==> src/rtl/dac_sample_packer_if.sv <==
// Upstream sample-beat stream into the DAC packer: one beat is one time instant
// for both channels, packed {ch1_q, ch1_i, ch0_q, ch0_i}.
interface dac_sample_packer_if #(
  parameter int DW = 12
);
  logic            s_valid;
  logic [4*DW-1:0] s_data;
  logic            s_ready;

  modport master (output s_valid, output s_data, input  s_ready);
  modport slave  (input  s_valid, input  s_data, output s_ready);
endinterface

==> src/rtl/dac_sample_packer.sv <==
// Packs pairs of upstream beats into the two-sample-per-channel words consumed
// by the AD9361 DAC interface on each dac_valid strobe, with underflow tracking.
module dac_sample_packer #(
  parameter int DW             = 12,
  parameter bit UNDERFLOW_ZERO = 1'b1
) (
  input  logic                rf_clk,
  input  logic                rstn,
  input  logic                enable,
  dac_sample_packer_if.slave  up,
  input  logic                dac_valid,
  output logic [DW-1:0]       dac0_data0_i,
  output logic [DW-1:0]       dac0_data0_q,
  output logic [DW-1:0]       dac0_data1_i,
  output logic [DW-1:0]       dac0_data1_q,
  output logic [DW-1:0]       dac1_data0_i,
  output logic [DW-1:0]       dac1_data0_q,
  output logic [DW-1:0]       dac1_data1_i,
  output logic [DW-1:0]       dac1_data1_q,
  output logic                underflow,
  output logic [15:0]         underflow_cnt,
  input  logic                clr_underflow
);

  localparam int BW = 4 * DW;

  typedef enum logic [1:0] {
    IDLE  = 2'd0,
    PRIME = 2'd1,
    RUN   = 2'd2
  } state_t;

  typedef struct packed {
    logic [BW-1:0] d1;
    logic [BW-1:0] d0;
  } pair_t;

  state_t        state;
  logic          phase;
  logic [BW-1:0] half;
  pair_t         fifo [2];
  logic [1:0]    cnt;
  logic          rd_ptr;
  logic          wr_ptr;
  pair_t         out_q;
  logic          ready_q;
  logic          underflow_q;
  logic [15:0]   ucnt_q;

  logic          beat;
  logic          push;
  logic          pop;
  logic          uflow;
  logic [1:0]    cnt_next;

  // ready_q comes only from registered count, so dac_valid never reaches s_ready
  // combinationally; enable gates it so a disabled block refuses beats at once.
  assign up.s_ready = enable & ready_q;

  // NOTE: every always_comb output gets a value on every path, so no latches.
  always_comb begin
    beat     = up.s_valid & up.s_ready;
    push     = beat & phase;
    pop      = enable & dac_valid & (state != IDLE) & (cnt != 2'd0);
    uflow    = enable & dac_valid & (state == RUN) & (cnt == 2'd0);
    cnt_next = cnt + {1'b0, push} - {1'b0, pop};
  end

  // NOTE: the half-beat and pair storage are data only, qualified by phase and
  // cnt, so they carry no reset and map cleanly onto plain flops/RAM.
  always_ff @(posedge rf_clk) begin
    if (beat && !phase) half <= up.s_data;
    if (push)           fifo[wr_ptr] <= {up.s_data, half};
  end

  always_ff @(posedge rf_clk or negedge rstn) begin
    if (!rstn) begin
      state       <= IDLE;
      phase       <= 1'b0;
      cnt         <= 2'd0;
      rd_ptr      <= 1'b0;
      wr_ptr      <= 1'b0;
      out_q       <= '0;
      ready_q     <= 1'b0;
      underflow_q <= 1'b0;
    end else if (!enable) begin
      // Flush: any buffered pair and any half-assembled pair are dropped.
      state       <= IDLE;
      phase       <= 1'b0;
      cnt         <= 2'd0;
      rd_ptr      <= 1'b0;
      wr_ptr      <= 1'b0;
      out_q       <= '0;
      ready_q     <= 1'b1;
      underflow_q <= 1'b0;
    end else begin
      cnt         <= cnt_next;
      ready_q     <= (cnt_next != 2'd2);
      underflow_q <= uflow;
      if (beat) phase  <= ~phase;
      if (push) wr_ptr <= ~wr_ptr;
      if (pop) begin
        rd_ptr <= ~rd_ptr;
        out_q  <= fifo[rd_ptr];
      end
      if (uflow && UNDERFLOW_ZERO) out_q <= '0;

      case (state)
        IDLE:    state <= PRIME;
        PRIME:   if (pop) state <= RUN;
        RUN:     state <= RUN;
        default: state <= IDLE;
      endcase
    end
  end

  // Clear wins over a coincident underflow; the count sticks at all-ones.
  always_ff @(posedge rf_clk or negedge rstn) begin
    if (!rstn)                          ucnt_q <= 16'd0;
    else if (clr_underflow)             ucnt_q <= 16'd0;
    else if (uflow && ucnt_q != 16'hFFFF) ucnt_q <= ucnt_q + 16'd1;
  end

  assign dac0_data0_i  = out_q.d0[DW-1:0];
  assign dac0_data0_q  = out_q.d0[2*DW-1:DW];
  assign dac1_data0_i  = out_q.d0[3*DW-1:2*DW];
  assign dac1_data0_q  = out_q.d0[4*DW-1:3*DW];
  assign dac0_data1_i  = out_q.d1[DW-1:0];
  assign dac0_data1_q  = out_q.d1[2*DW-1:DW];
  assign dac1_data1_i  = out_q.d1[3*DW-1:2*DW];
  assign dac1_data1_q  = out_q.d1[4*DW-1:3*DW];
  assign underflow     = underflow_q;
  assign underflow_cnt = ucnt_q;

endmodule

==> src/flat_wrapper.sv <==
// flat-port wrapper written by rule: the top's interface ports become plain ports
module dac_sample_packer_flat 
#(
  parameter int DW             = 12,
  parameter bit UNDERFLOW_ZERO = 1'b1
)
  (rf_clk, rstn, enable, dac_valid, dac0_data0_i, dac0_data0_q, dac0_data1_i, dac0_data1_q, dac1_data0_i, dac1_data0_q, dac1_data1_i, dac1_data1_q, underflow, underflow_cnt, clr_underflow, up_s_valid, up_s_data, up_s_ready);
  dac_sample_packer_if #(.DW(DW)) up_i ();
  input  logic rf_clk;
  input  logic rstn;
  input  logic enable;
  input  logic dac_valid;
  output logic [DW-1:0] dac0_data0_i;
  output logic [DW-1:0] dac0_data0_q;
  output logic [DW-1:0] dac0_data1_i;
  output logic [DW-1:0] dac0_data1_q;
  output logic [DW-1:0] dac1_data0_i;
  output logic [DW-1:0] dac1_data0_q;
  output logic [DW-1:0] dac1_data1_i;
  output logic [DW-1:0] dac1_data1_q;
  output logic underflow;
  output logic [15:0] underflow_cnt;
  input  logic clr_underflow;
  input wire logic [$bits(up_i.s_valid)-1:0] up_s_valid;
  input wire logic [$bits(up_i.s_data)-1:0] up_s_data;
  output wire logic [$bits(up_i.s_ready)-1:0] up_s_ready;
  assign up_i.s_valid = up_s_valid;
  assign up_i.s_data = up_s_data;
  assign up_s_ready = up_i.s_ready;
  dac_sample_packer #(.DW(DW), .UNDERFLOW_ZERO(UNDERFLOW_ZERO)) u_core (.rf_clk(rf_clk), .rstn(rstn), .enable(enable), .up(up_i), .dac_valid(dac_valid), .dac0_data0_i(dac0_data0_i), .dac0_data0_q(dac0_data0_q), .dac0_data1_i(dac0_data1_i), .dac0_data1_q(dac0_data1_q), .dac1_data0_i(dac1_data0_i), .dac1_data0_q(dac1_data0_q), .dac1_data1_i(dac1_data1_i), .dac1_data1_q(dac1_data1_q), .underflow(underflow), .underflow_cnt(underflow_cnt), .clr_underflow(clr_underflow));
endmodule
==> config.mk <==
export PLATFORM = sky130hd
export DESIGN_NAME = dac_sample_packer_flat
export DESIGN_NICKNAME = d
export VERILOG_FILES = /design/src/rtl/dac_sample_packer_if.sv /design/src/rtl/dac_sample_packer.sv /design/src/flat_wrapper.sv
export SDC_FILE = /design/constraint.sdc
export NUM_CORES = 1
export LEC_CHECK = 0
export ABC_CLOCK_PERIOD_IN_PS = 7660
export BUFFER_PORTS_ARGS = -buffer_cell sky130_fd_sc_hd__buf_2
export CORE_AREA = 10 10 166 168
export DETAILED_ROUTE_END_ITERATION = 8
export DIE_AREA = 0 0 176 178
export GPL_TIMING_DRIVEN = 0
export PLACE_DENSITY_LB_ADDON = 0.05
export SYNTH_ARGS = -nofsm -noshare
export SYNTH_HDL_FRONTEND = slang
export SYNTH_SLANG_ARGS = --single-unit
==> constraint.sdc <==
create_clock -name rf_clk -period 7.66 [get_ports rf_clk]
set_input_delay 1.532 -clock rf_clk [delete_from_list [all_inputs] [get_ports rf_clk]]
set_output_delay 1.532 -clock rf_clk [all_outputs]
set_load 0.01 [all_outputs]
==> impl_metrics.ini <==
[global_route]
grt_pass1_wl_mm = 42.0
grt_start_max_net_pins = 77
overflow = 0
antenna_found_initial = 5
grt_pass1_vias = 7538
grt_usage = 0.170

[logic_synthesis]
synthAdderAreaFrac = 0.00669
synth.top_cell.area_share = 0.550
synth_area_um2 = 13100
yosys.area.top_type = edfxtp_1
synth-seq-area-share = 0.782
synth_cells = 721
yosysUniqueCellTypes = 41
synth_top_family_by_area = multiplexers
syn-num-nets = 782
synth-compound-area-share = 0.0750
ys_warn_count = 0
synth-seq-cells = 361
synthXorXnorAreaFrac = 0.00268
avgSynthCellArea_um2 = 18.2
synth_mux_area_frac = 0.0810
synthSimpleGateAreaFrac = 0.0340
ys_top_cells_by_area = edfxtp_1 (55%), dfrtp_1 (23%), mux2i_1 (7.4%)

[timing]
maxSlewHeadroom = 0.444
finalCritPeriodShare = 0.495
worstMarginPinSlew_ps = 830
fin_worst_skew_ps = 14.2
rsz0062_at_grt = no
finalSetupViolCount = 0
fmax_mhz = 264
layout_setup_ws_ps = 3870
setup_tns_ps = 0
hold_viol = 0
drv_slew = 0
post-route-min-period_ps = 3790

[outcome]
status = finished, final reports clean

[clock_network]
cts_tree = yes
worstSkewPairLatency_ps = 510
cts_buffers = 37
htreeDepth = 2
post_cts_buffers = 0
postCtsResizedCells = 0
cts.clk_slew.worst_paths_ps = 60
clock_sinks = 361
cts_buffer_depth = 3
hold_buffers = 0
cts_root_buffer = clkbuf_16

[pwr]
p_sw_frac = 0.205
p_leak_uw = 0.00611
p_total_uw = 4130
seqPwrFrac = 0.523
irDropWorstVdd_uv = 172
p_clk_frac = 0.428
p_per_area_nw_per_um2 = 262
combPwrFrac = 0.049
intPower_uw = 3290
power_switching_uw = 848

[setup_path]
crit_fanout = 10
crit_required_ps = 6130
end_kind = primary output
worstPathArrival_ps = 2260
startpoint_type = input port
crit_type = in -> out

[finish]
largest_reg_flops = 192
regMostFlops = u_core.fifo
drive_gt1_frac = 0.270
syn_to_final_growth_pct = 20.7
fillers = 1709
final_cell_mix = edfxtp_1 (240), buf_2 (177), dfrtp_1 (121)
final_common_cell = edfxtp_1
fin_nets = 1000

[placement]
place_hpwl_mm = 17.8
port_buffers = 167
pre_cts_slack_ps = 3840
place_congestion = 0.780

[floorplanning]
ios = 168
chipHeight_um = 178
num_rows = 57
dieArea_um2 = 31300
initial_core_util = 0.543
die_w_um = 176
core_um2 = 24100

[drt]
vias_per_cell = 5.43
vias = 7036
route.detailed.drc = 0
drt_pass1_iterations = 4
drt_iter0_markers = 401
detail-route-antenna-nets = 0
wire_per_inst_um = 20.7
routed_wl_mm = 26.9

[job]
drv_cap = 0

[min_path]
hp-class = reg -> reg
==> cell families after synthesis <==
kind of cell | Yosys count
AO/OA/AOI/OAI | 118
AND/OR/NAND/NOR | 76
multiplexers | 105
buffers and inverters | 50
XOR/XNOR | 4
flip-flops | 361
adder cells (fa/ha/maj) | 7
==> metal layers <==
metal / GRT usage / vias up / wire length, µm
li1: - / 3254 / -
met4: 0.0523 / 2 / 614
met3: 0.0486 / 46 / 1680
met2: 0.284 / 181 / 13200
met1: 0.212 / 3553 / 11400
met5: 0 / - / 7
==> synthesized netlist by cell type, drive strengths merged <==
library cell / instances
o31ai: 5
or3: 1
buf: 23
nand4: 5
xnor2: 4
nor2b: 6
nor3b: 1
dfrtp: 121
or2: 1
and2: 7
nor4b: 1
nor3: 5
nand2b: 3
or4: 5
o21a: 2
inv: 12
o21ai: 1
and3: 3
edfxtp: 240
nand3: 6
a21oi: 6
nor4bb: 1
o2bb2ai: 96
nor4: 4
and4: 2
nor2: 15
ha: 7
mux2i: 97
clkbuf: 15
a211oi: 1
mux2: 8
a21boi: 2
a31oi: 5
nand2: 10
==> critical path: stages <==
cell and delay (ps):
buf_2 110, clkbuf_1 290, and2_1 200, buf_2 130
==> worst paths after layout <==
| check | startpoint | endpoint | slack, ps | depth (start not counted) |
|---|---|---|---|---|
| worst max-delay path | enable | up_s_ready | 3870 | 4 |
| worst min-delay path | u_core.half[29] | u_core.fifo[1][29] | 440 | 0 |
| worst max register to register | u_core.state[0] | u_core.ready_q | 4970 | 12 |
| worst min register to register | u_core.half[29] | u_core.fifo[1][29] | 440 | 0 |
| max in group asynchronous | rstn | u_core.dac1_data0_i[7] | 5940 | 2 |
| min in group asynchronous | rstn | u_core.underflow_cnt[12] | 970 | 1 |
==> layout make-up <==
type                    count  area (µm²)  share of cell area
flip-flops and latches    361       10200               0.648
multi-input cells         310        2630               0.167
clock buffers              54        1070              0.0679
repair buffers            179        1060              0.0669
well taps                 324         405              0.0257
plain buffers              38         201              0.0127
clock inverters            14         144             0.00911
inverters                  12        45.0             0.00285
diodes                      4        10.0            0.000633
==> power groups by stage <==
stage               Clock [µW]  Combinational [µW]  Sequential [µW]
global placement             0                 187             2210
floorplan                    0                98.9             2200
finish                    1770                 202             2160
CTS                       1810                 208             2160
global route              1890                 224             2170
detailed placement           0                 207             2200
==> through the flow <==
stage,cells,hold WS [ps],area (µm²),utilization
after floorplan,721,421,13100,-
after global placement,1212,423,14300,0.595
after detailed placement,1224,430,14600,0.605
after CTS,1292,444,15800,0.655
after global routing,1293,448,15800,0.655
final,1296,442,15800,0.656
Note: power is estimated with default switching activity, not from simulation.
